==> config.mk <==
export PLATFORM = sky130hd
export DESIGN_NAME = fetch_unit
export DESIGN_NICKNAME = d
export VERILOG_FILES = /design/src/rtl/fetch_unit.sv
export SDC_FILE = /design/constraint.sdc
export NUM_CORES = 1
export LEC_CHECK = 0
export ABC_CLOCK_PERIOD_IN_PS = 6650
export CAP_MARGIN = 20
export CORE_MARGIN = 8
export CORE_UTILIZATION = 43
export DETAILED_ROUTE_END_ITERATION = 8
export DONT_BUFFER_PORTS = 1
export PLACE_DENSITY = 0.55
export SLEW_MARGIN = 10
export SYNTH_ARGS = -nofsm -noshare
export SYNTH_HDL_FRONTEND = slang
export SYNTH_SLANG_ARGS = --single-unit
==> constraint.sdc <==
create_clock -name clk -period 6.65 [get_ports clk]
set_clock_uncertainty 0.2 [all_clocks]
set_input_delay 0.3325 -clock clk [delete_from_list [all_inputs] [get_ports clk]]
set_output_delay 0.3325 -clock clk [all_outputs]
set_load 0.03 [all_outputs]
==> src/rtl/fetch_unit.sv <==
// rtl/fetch_unit.sv - multi-issue instruction fetch: PC, redirect flush and bundle FIFO to decode
module fetch_unit #(
  parameter int ADDR_W    = 8,
  parameter int INSTR_W   = 32,
  parameter int ISSUE_W   = 2,
  parameter int BUF_DEPTH = 4,
  parameter int RESET_PC  = 0
) (
  input  logic                         clk,
  input  logic                         rst_n,
  input  logic                         redirect_valid,
  input  logic [ADDR_W-1:0]            redirect_pc,
  output logic [ADDR_W-1:0]            imem_addr,
  input  logic [ISSUE_W*INSTR_W-1:0]   imem_instr,
  output logic                         id_valid,
  input  logic                         id_ready,
  output logic [ISSUE_W*INSTR_W-1:0]   id_instr,
  output logic [ADDR_W-1:0]            id_pc,
  output logic [$clog2(BUF_DEPTH):0]   fifo_count
);

  localparam int PTR_W    = $clog2(BUF_DEPTH);
  localparam int CNT_W    = PTR_W + 1;
  localparam int BUNDLE_W = ISSUE_W * INSTR_W;

  logic [ADDR_W-1:0]   pc_q;
  logic [ADDR_W-1:0]   pc_buf    [BUF_DEPTH];
  logic [BUNDLE_W-1:0] instr_buf [BUF_DEPTH];
  logic [PTR_W-1:0]    rd_ptr;
  logic [PTR_W-1:0]    wr_ptr;
  logic [CNT_W-1:0]    count;
  logic                full;
  logic                pop;
  logic                push;

  // A pop frees a slot in the same cycle, so a full FIFO can still accept a
  // new bundle while decode drains it; a redirect suppresses any push.
  assign full = (count == CNT_W'(BUF_DEPTH));
  assign pop  = id_valid & id_ready;
  assign push = ~redirect_valid & (~full | pop);

  assign imem_addr  = pc_q;
  assign id_valid   = (count != '0);
  assign id_instr   = instr_buf[rd_ptr];
  assign id_pc      = pc_buf[rd_ptr];
  assign fifo_count = count;

  // Bundle storage; entries are only read while counted, so no reset is needed
  always_ff @(posedge clk) begin
    if (push) begin
      pc_buf[wr_ptr]    <= pc_q;
      instr_buf[wr_ptr] <= imem_instr;
    end
  end

  // PC, pointers and occupancy; a redirect flushes the queue and drops any pop
  always_ff @(posedge clk or negedge rst_n) begin
    if (!rst_n) begin
      pc_q   <= ADDR_W'(RESET_PC);
      rd_ptr <= '0;
      wr_ptr <= '0;
      count  <= '0;
    end else if (redirect_valid) begin
      pc_q   <= redirect_pc;
      rd_ptr <= '0;
      wr_ptr <= '0;
      count  <= '0;
    end else begin
      if (push) begin
        pc_q   <= pc_q + ADDR_W'(ISSUE_W);
        wr_ptr <= wr_ptr + PTR_W'(1);
      end
      if (pop) begin
        rd_ptr <= rd_ptr + PTR_W'(1);
      end
      count <= count + CNT_W'(push) - CNT_W'(pop);
    end
  end

endmodule
==> results of run 1 <==
## cell usage in the layout, fill, tap and decap left out, drive strengths merged, types with 4 or more instances in the layout
cell type / count
dlygate4sd3: 75
ha: 7
dfrtp: 15
or4: 4
clkbuf: 34
inv: 8
and2: 4
nand2: 5
edfxtp: 288
nor2: 10
nand3: 5
mux4: 72
bufinv: 4
buf: 7
clkinv: 11
## power groups by stage
stage               registers, mW  logic, mW  clock network (mW)
global route                 2.53       1.32                1.80
floorplan                    2.48       1.05                   0
detailed placement           2.62       1.13                   0
finish                       2.50       1.24                1.67
CTS                          2.58       1.18                1.72
global placement             2.61       1.12                   0
## per-layer routing
metal  GRT usage (%)  up-vias  routed length (um)
met4            3.47        2                 456
met2            23.2      163               10800
met5               0        -                   8
met1            17.4     2569                8860
li1                -     2143                   -
met3            3.98       39                1520
## synthesized netlist by cell type
library cell	number
o311ai_0	1
buf_6	1
fa_1	1
buf_2	5
inv_1	7
buf_4	7
xor2_1	3
mux4_2	72
or3_2	2
nor2b_1	1
ha_1	7
xnor2_1	3
mux2i_1	2
o211ai_1	2
buf_1	1
a31oi_1	3
mux2_2	1
edfxtp_1	288
o21ai_0	3
dfrtp_1	15
nor4b_4	1
o31a_2	1
and2_1	4
o31ai_1	2
clkbuf_1	5
nand2_1	5
or4_1	4
nand3_1	5
nor2_1	10
## cell type report
type / count / area (sq um) / area share [%]
Sequential cell: 303 / 9030 / 67.4
Clock buffer: 34 / 787 / 5.87
Tap cell: 335 / 419 / 3.13
Inverter: 7 / 26.3 / 0.196
Clock inverter: 19 / 208 / 1.55
Timing Repair Buffer: 82 / 843 / 6.29
Multi-Input combinational cell: 133 / 2090 / 15.6
## metrics by stage
stage | cells | utilization [%]
floorplan | 462 | -
global placement | 783 | 44.9
detailed placement | 783 | 44.9
CTS | 911 | 51.7
global route | 913 | 51.9
finish | 913 | 51.9
## critical path, stage by stage, from the launching register on
cell and delay, ns:
dfrtp_1 0.59, nor4b_4 0.83, nor2_1 0.23, inv_1 0.11, ha_1 0.23, inv_1 0.06, ha_1 0.14, inv_1 0.05
fa_1 0.39, xnor2_1 0.18, nor2_1 0.05
## cells by family (layout without fill, tap and decap cells)
family	after synthesis	after routing	share of synthesized area, %
flops	303	303	80.3
mux	75	75	14.7
simple gates	32	32	1.61
buf+inv	26	142	1.22
compound gates	12	12	0.735
fa+ha+maj	8	8	0.957
xor+xnor	6	6	0.468
## state kept, by name (all words and copies together), names as in the netlist
register	flops
wr_ptr	2
rd_ptr	2
pc_buf	32
instr_buf	256
imem_addr	8
fifo_count	3
## what timing repair did
| action | 4_1_cts | 5_1_grt |
|---|---|---|
| endpoints found under the hold margin | 286 | 0 |
| hold buffers | 75 | 0 |
| setup endpoints to repair | 0 | 0 |
## final timing paths
| kind | to | slack (ns) | cells past startpoint |
|---|---|---|---|
| min in group clk | fifo_count[1]$_DFF_PN0_ | 0.15 | 5 |
| min | fifo_count[2]$_DFF_PN0_ | 0.08 | 1 |
| max in group asynchronous | rd_ptr[0]$_DFFE_PN0P_ | 5.66 | 1 |
| max reg2reg | fifo_count[2]$_DFF_PN0_ | 3.46 | 10 |
| max | fifo_count[2]$_DFF_PN0_ | 3.46 | 10 |
| min reg2reg | wr_ptr[1]$_DFFE_PN0N_ | 0.42 | 2 |
==> metrics, run 1 <==
register area share after synthesis 80.3%; crit-path max FO 15; clock slew at reported path FFs 0.06 ns; Final Cell Area 13400 sq um; status completed; CTS buffer count 30; Synth area leaders edfxtp_1 77%, mux4_2 14%, dfrtp_1 3.3%; Final nets 641; clk_lat worst skew 0.54 ns; initial antenna violation count 1; Final Hold Fails 0; clock share of power 30.9%; Max VDD drop 0.000316 V; clock root cell clkbuf_16; first-pass GRT wire length 33000 um; CP Data Required Time 6.85 ns; clock sinks 303; Synth Instances 462; die width 178 um; Core ar. 25800 sq um; synthesized area 11200 sq um; relative slew slack 46.4%; Net Switching 1.64 mW; Switching Share 30.2%; Avg Inst Size Synth 24.3 sq um; P&R area growth vs syn 19.2%; CP Launch Type flop; htree depth 1; Achievable Freq 0.314 GHz; CTS tree yes; final worst slack 3.46 ns; Resize count post-CTS 0; Worst Setup End Kind flop; total of max-cap violations 0; share of cells above drive strength 1 23.4%; period utilization 47.9%; final setup violation count 0; Ys Warns 0; CTS max path bufs 3; die area 31600 sq um; critical path arrival 3.39 ns; routed vias 4916; Area after DPL 11600 sq um; final wirelength 21700 um; Top Ports 160; Leak Pwr 4.25 nW; #FFs+latches synth 303; Reg-to-Reg Start fifo_count[1]$_DFF_PN0_; Sequential Power Share 46.2%; DR vias/cell 5.38; Hold Crit Class in2async; CP Class reg2reg; filler instances 2020; PortBufs 0; number of remaining DRC errors 0; Worst Setup SP fifo_count[1]$_DFF_PN0_; Synth cell types 29; Synth area leader edfxtp_1; logic gate share of total power 22.9%; DR iter-0 viols 356; grt ovf 0; Post-CTS Setup Inserts 0; HPWL after detailed placement 12700 um; Worst Hold Margin 0.0822 ns; Starting Density 43.5%; via count of the first global-routing pass 5408; Antenna Cells 0; antenna-violating nets left 0; wire per inst 23.7 um; RSZ-0062 raised after global routing false; PD cells 404 nW/um^2; setup_tns 0 ns; syn nets 546; Pins Over Slew Limit 0; Slew @ Worst Pin 0.800 ns; largest net degree at the start of global routing 74; routability congestion estimate 0.745; total power 5.41 mW; overall global routing resource usage 13.8%; die span in y 178 um; num rows 59; post-synth top area share 77.0%; Tmin final 3.19 ns; Pre-antenna DRT Iters 4; pre-CTS setup slack 3.55 ns; Int Pwr 3.78 mW
(Power assumes the default switching activity.)
==> inputs of run 2 (changes only) <==
Settings changed: ABC_CLOCK_PERIOD_IN_PS 6650 to 3100.
Clock period 6.65 ns to 3.1 ns, I/O delays scaled along.
==> run 2 against run 1 <==
- cell area increased by 1.1%
- sequential power rose by 110%
- largest cell class unchanged
- critical path type unchanged
- highest routed layer unchanged
- clock-buffer cell count shrank 1
- non-clock buffer count grew 8
==> metrics, run 2 (synthesis gave the netlist of run 1 again) <==
first-pass GRT wire length 32700 um; clk_lat worst skew 0.53 ns; routability congestion estimate 0.730; clock root cell clkbuf_16; Net Switching 3.47 mW; Sequential Power Share 45.0%; relative slew slack 53.2%; CP Class reg2reg; final setup violation count 0; wire per inst 23.1 um; largest net degree at the start of global routing 64; Resize count post-CTS 0; PD cells 868 nW/um^2; CTS buffer count 29; filler instances 2009; crit-path max FO 7; Core ar. 25800 sq um; num rows 59; Max VDD drop 0.000499 V; Int Pwr 8.29 mW; PortBufs 0; largest reg by FF count instr_buf; CTS max path bufs 3; grt ovf 0; clock share of power 31.3%; Final nets 648; Layout Cells excl Fill 921; share of cells above drive strength 1 23.2%; Worst Setup End Kind flop; Pre-antenna DRT Iters 4; clock sinks 303; clock slew at reported path FFs 0.06 ns; final wirelength 21300 um; P&R area growth vs syn 20.6%; Post-CTS Setup Inserts 0; Achievable Freq 0.378 GHz; initial antenna violation count 1; CP Data Required Time 3.30 ns; Worst Hold Margin 0.105 ns; logic gate share of total power 23.7%; routed vias 4897; RSZ-0062 raised after global routing false; die width 178 um; DP Cell Count 791; worst-case reg-to-reg path depth 10; CP Launch Type flop; via count of the first global-routing pass 5466; status completed; Slew @ Worst Pin 0.699 ns; Hold Crit Class in2reg; die area 31600 sq um; DR vias/cell 5.32; Final Hold Fails 0; total power 11.8 mW; htree depth 1; Switching Share 29.5%; Starting Density 43.5%; Antenna Cells 0; period utilization 85.3%; setup_tns 0 ns; DR iter-0 viols 282; most frequent cells in the layout 288 x edfxtp_1, 77 x dlygate4sd3_1, 72 x mux4_2; Tmin final 2.64 ns; overall global routing resource usage 13.6%; die span in y 178 um; antenna-violating nets left 0; critical path arrival 2.84 ns; commonest non-fill, non-tap cell in the layout edfxtp_1; Hold Path Depth 2; Leak Pwr 4.32 nW; number of remaining DRC errors 0; CTS tree yes; total of max-cap violations 0; HPWL after detailed placement 12900 um; Pins Over Slew Limit 0; max FFs per register 256; Top Ports 160
run 2: cell types whose count changed in the layout (fill, tap and decap cells not counted), sizes merged:
| cell | change |
|---|---|
| buf | +6 |
| bufinv | +3 |
| clkbuf | -1 |
| clkinvlp | -2 |
| dlygate4sd3 | +2 |
run 2: power by group through the flow:
stage | Sequential, mW | Clock (mW) | Combinational (mW)
after floorplan | 5.30 | 0 | 2.25
after global placement | 5.36 | 0 | 2.74
after detailed placement | 5.39 | 0 | 2.76
after CTS | 5.31 | 3.78 | 2.88
after global routing | 5.35 | 3.91 | 2.98
final | 5.30 | 3.68 | 2.79
run 2: final cells by class:
class	count	area [sq um]	share of cell area, %
clock buffer	33	741	5.46
clock inverter	20	270	1.99
inverter	7	26.3	0.194
multi-input combinational	133	2090	15.4
sequential	303	9030	66.6
tap	335	419	3.09
timing repair buffer	90	981	7.24
run 2: per-stage QoR:
step / utilization (%) / cell area, sq um / worst slack, ns
final: 52.5 / 13600 / 0.456
after global routing: 52.5 / 13600 / 0.219
after CTS: 52.5 / 13600 / 0.428
after detailed placement: 45.6 / 11800 / 0.470
after global placement: 45.6 / 11800 / 0.571
after floorplan: - / 11200 / 0.439
run 2: layer usage:
| metal | vias to the layer above | GRT usage (%) | wire [um] |
|---|---|---|---|
| met5 | - | 0 | 13 |
| met3 | 30 | 4.62 | 1710 |
| li1 | 2154 | - | - |
| met4 | 2 | 3.33 | 323 |
| met1 | 2571 | 16.5 | 8460 |
| met2 | 140 | 23.0 | 10800 |
run 2: timing repair:
item	CTS	global route
setup endpoints to repair	0	0
hold buffers	77	0
hold endpoints to repair	331	0
run 2: final timing paths:
path,startpoint,to,slack [ns]
hold / removal,redirect_pc[0],imem_addr[0]$_DFFE_PN0P_,0.11
max in group asynchronous,rst_n,rd_ptr[0]$_DFFE_PN0P_,1.73
min in group asynchronous,rst_n,imem_addr[5]$_DFFE_PN0N_,0.46
setup reg to reg,fifo_count[1]$_DFF_PN0_,fifo_count[2]$_DFF_PN0_,0.46
hold reg to reg,wr_ptr[1]$_DFFE_PN0N_,wr_ptr[1]$_DFFE_PN0N_,0.39
setup / recovery,fifo_count[1]$_DFF_PN0_,fifo_count[2]$_DFF_PN0_,0.46
run 2: critical path, stage by stage (launching register included):
cell and delay (ns):
dfrtp_1 0.68, nor4b_4 0.10, nor2_1 0.29, inv_1 0.09, ha_1 0.28, inv_1 0.06, ha_1 0.14, inv_1 0.06
fa_1 0.38, xnor2_1 0.17, nor2_1 0.06
==> inputs of run 3 (changes only) <==
Settings changed: PLACE_DENSITY 0.55 to not set.
==> run 3 against run 2 <==
- largest cell class unchanged
- total power shrank 4.0%
- sequential power about the same
- fmax increased by 0.24%
- combinational power about the same
- register-to-register slack barely moved
- die area is the same
- wire length grew 1.3%
- non-clock buffer count increased by 2
- largest power group unchanged
- core utilization fell by 0.58 points
- via count up 1.4%
- setup slack gained 0.0065 ns
- critical path type unchanged
- hold slack lost 0.017 ns
==> metrics, run 3 (synthesis gave the netlist of run 1 again) <==
routability congestion estimate 0.715; CP Data Required Time 3.30 ns; P&R area growth vs syn 19.3%; Pins Over Slew Limit 0; Worst Setup End Kind flop; cell mode on critical path inv_1; Starting Density 43.5%; grt ovf 0; overall global routing resource usage 13.4%; clock slew at reported path FFs 0.06 ns; antenna-violating nets left 0; Worst Hold Margin 0.0890 ns; num rows 59; commonest non-fill, non-tap cell in the layout edfxtp_1; Post-CTS Setup Inserts 0; final wirelength 21500 um; Crit-path slowest cell dfrtp_1; worst path bufs/invs 3; RSZ-0062 raised after global routing false; most frequent cells in the layout 288 x edfxtp_1, 77 x dlygate4sd3_1, 72 x mux4_2; critical-path cell list nor4b_4, nor2_1, inv_1, ha_1, inv_1, ha_1, inv_1, fa_1, xnor2_1, nor2_1; PortBufs 0; status completed; met2 wire len 11100 um; die width 178 um; total of max-cap violations 0; die area 31600 sq um; Hold Crit Class in2reg; relative slew slack 51.6%; htree depth 1; routed vias 4968; final setup violation count 0; clk_lat worst skew 0.53 ns; crit-path max FO 7; wire per inst 23.3 um; number of remaining DRC errors 0; CP top delay family adder cells; Leak Pwr 4.26 nW; Layout Cells excl Fill 923; share of cells above drive strength 1 23.0%; CP Launch Type flop; Achievable Freq 0.379 GHz; Max VDD drop 0.000514 V; PD cells 842 nW/um^2; worst-case reg-to-reg path depth 10; DR iter-0 viols 241; Pre-antenna DRT Iters 4; die span in y 178 um; critical path arrival 2.83 ns; Core ar. 25800 sq um; Worst path depth 10; max FFs per register 256; CTS tree yes; CTS buffer count 29; CP Class reg2reg; largest net degree at the start of global routing 44; Tmin final 2.64 ns; via count of the first global-routing pass 5545; CTS max path bufs 3; first-pass GRT wire length 32500 um; period utilization 85.1%; largest reg by FF count instr_buf; Antenna Cells 0; hold_buf cts 77; clock sinks 303; setup_tns 0 ns; DR vias/cell 5.38; Critical Path Max Stage Delay 0.71 ns; Hold Path Depth 3; DR top layer met4; HPWL after detailed placement 13000 um; clock root cell clkbuf_16; WL met3 1490 um; Final nets 650; Final Hold Fails 0; DP Cell Count 793; Resize count post-CTS 0; Slew @ Worst Pin 0.724 ns; initial antenna violation count 0; Top Ports 160; M1 WL 8620 um
[run 3: cell types whose count changed in the layout (fill, tap and decap cells not counted), moves of 2 or more]
cell,previous run,this run
buf_12,9,7
buf_4,4,8
bufinv_16,7,1
clkbuf_1,4,12
clkbuf_8,0,2
clkinv_1,9,4
clkinv_2,2,4
[run 3: final cells by class]
| class | count | area (sq um) |
|---|---|---|
| clock buffers | 43 | 798 |
| clock inverters | 10 | 73.8 |
| fillers | 1994 | 12400 |
| inverters | 7 | 26.3 |
| multi-input cells | 133 | 2090 |
| flip-flops and latches | 303 | 9030 |
| well taps | 335 | 419 |
| repair buffers | 92 | 971 |
[run 3: metal layers]
layer  vias up  track usage [%]
li1       2158                -
met1      2634             16.1
met2       150             23.6
met3        26             3.72
met4         0             3.27
met5         -                0
[run 3: tightest hold or removal path: stages]
cell and delay (ns):
dlygate4sd3_1 0.52, nand2_1 0.05, o21ai_0 0.06
[run 3: per-stage QoR]
| step | util (%) | power [mW] | instance area (sq um) | worst slack, ns |
|---|---|---|---|---|
| 3_3_place_gp | 45.5 | 8.07 | 11800 | 0.575 |
| 5_1_grt | 51.9 | 11.8 | 13400 | 0.318 |
| 6_report | 51.9 | 11.3 | 13400 | 0.463 |
| 3_5_place_dp | 45.5 | 8.13 | 11800 | 0.517 |
| 2_1_floorplan | - | 7.54 | 11200 | 0.439 |
| 4_1_cts | 51.9 | 11.5 | 13400 | 0.416 |
[run 3: final timing paths]
path                       slack, ns                    start                        to
max reg2reg                     0.46  fifo_count[1]$_DFF_PN0_   fifo_count[2]$_DFF_PN0_
max in group asynchronous       1.70                    rst_n     rd_ptr[1]$_DFFE_PN0P_
min in group asynchronous       0.46                    rst_n   fifo_count[2]$_DFF_PN0_
max                             0.46  fifo_count[1]$_DFF_PN0_   fifo_count[2]$_DFF_PN0_
min                             0.09           redirect_pc[1]  imem_addr[1]$_DFFE_PN0N_
min reg2reg                     0.57    wr_ptr[0]$_DFFE_PN0N_     wr_ptr[0]$_DFFE_PN0N_
[run 3: where the power goes]
part	internal (mW)	leakage, nW	switching (mW)
clock	1.85	0.426	1.36
combinational	0.949	1.01	1.82
sequential	5.04	2.82	0.262
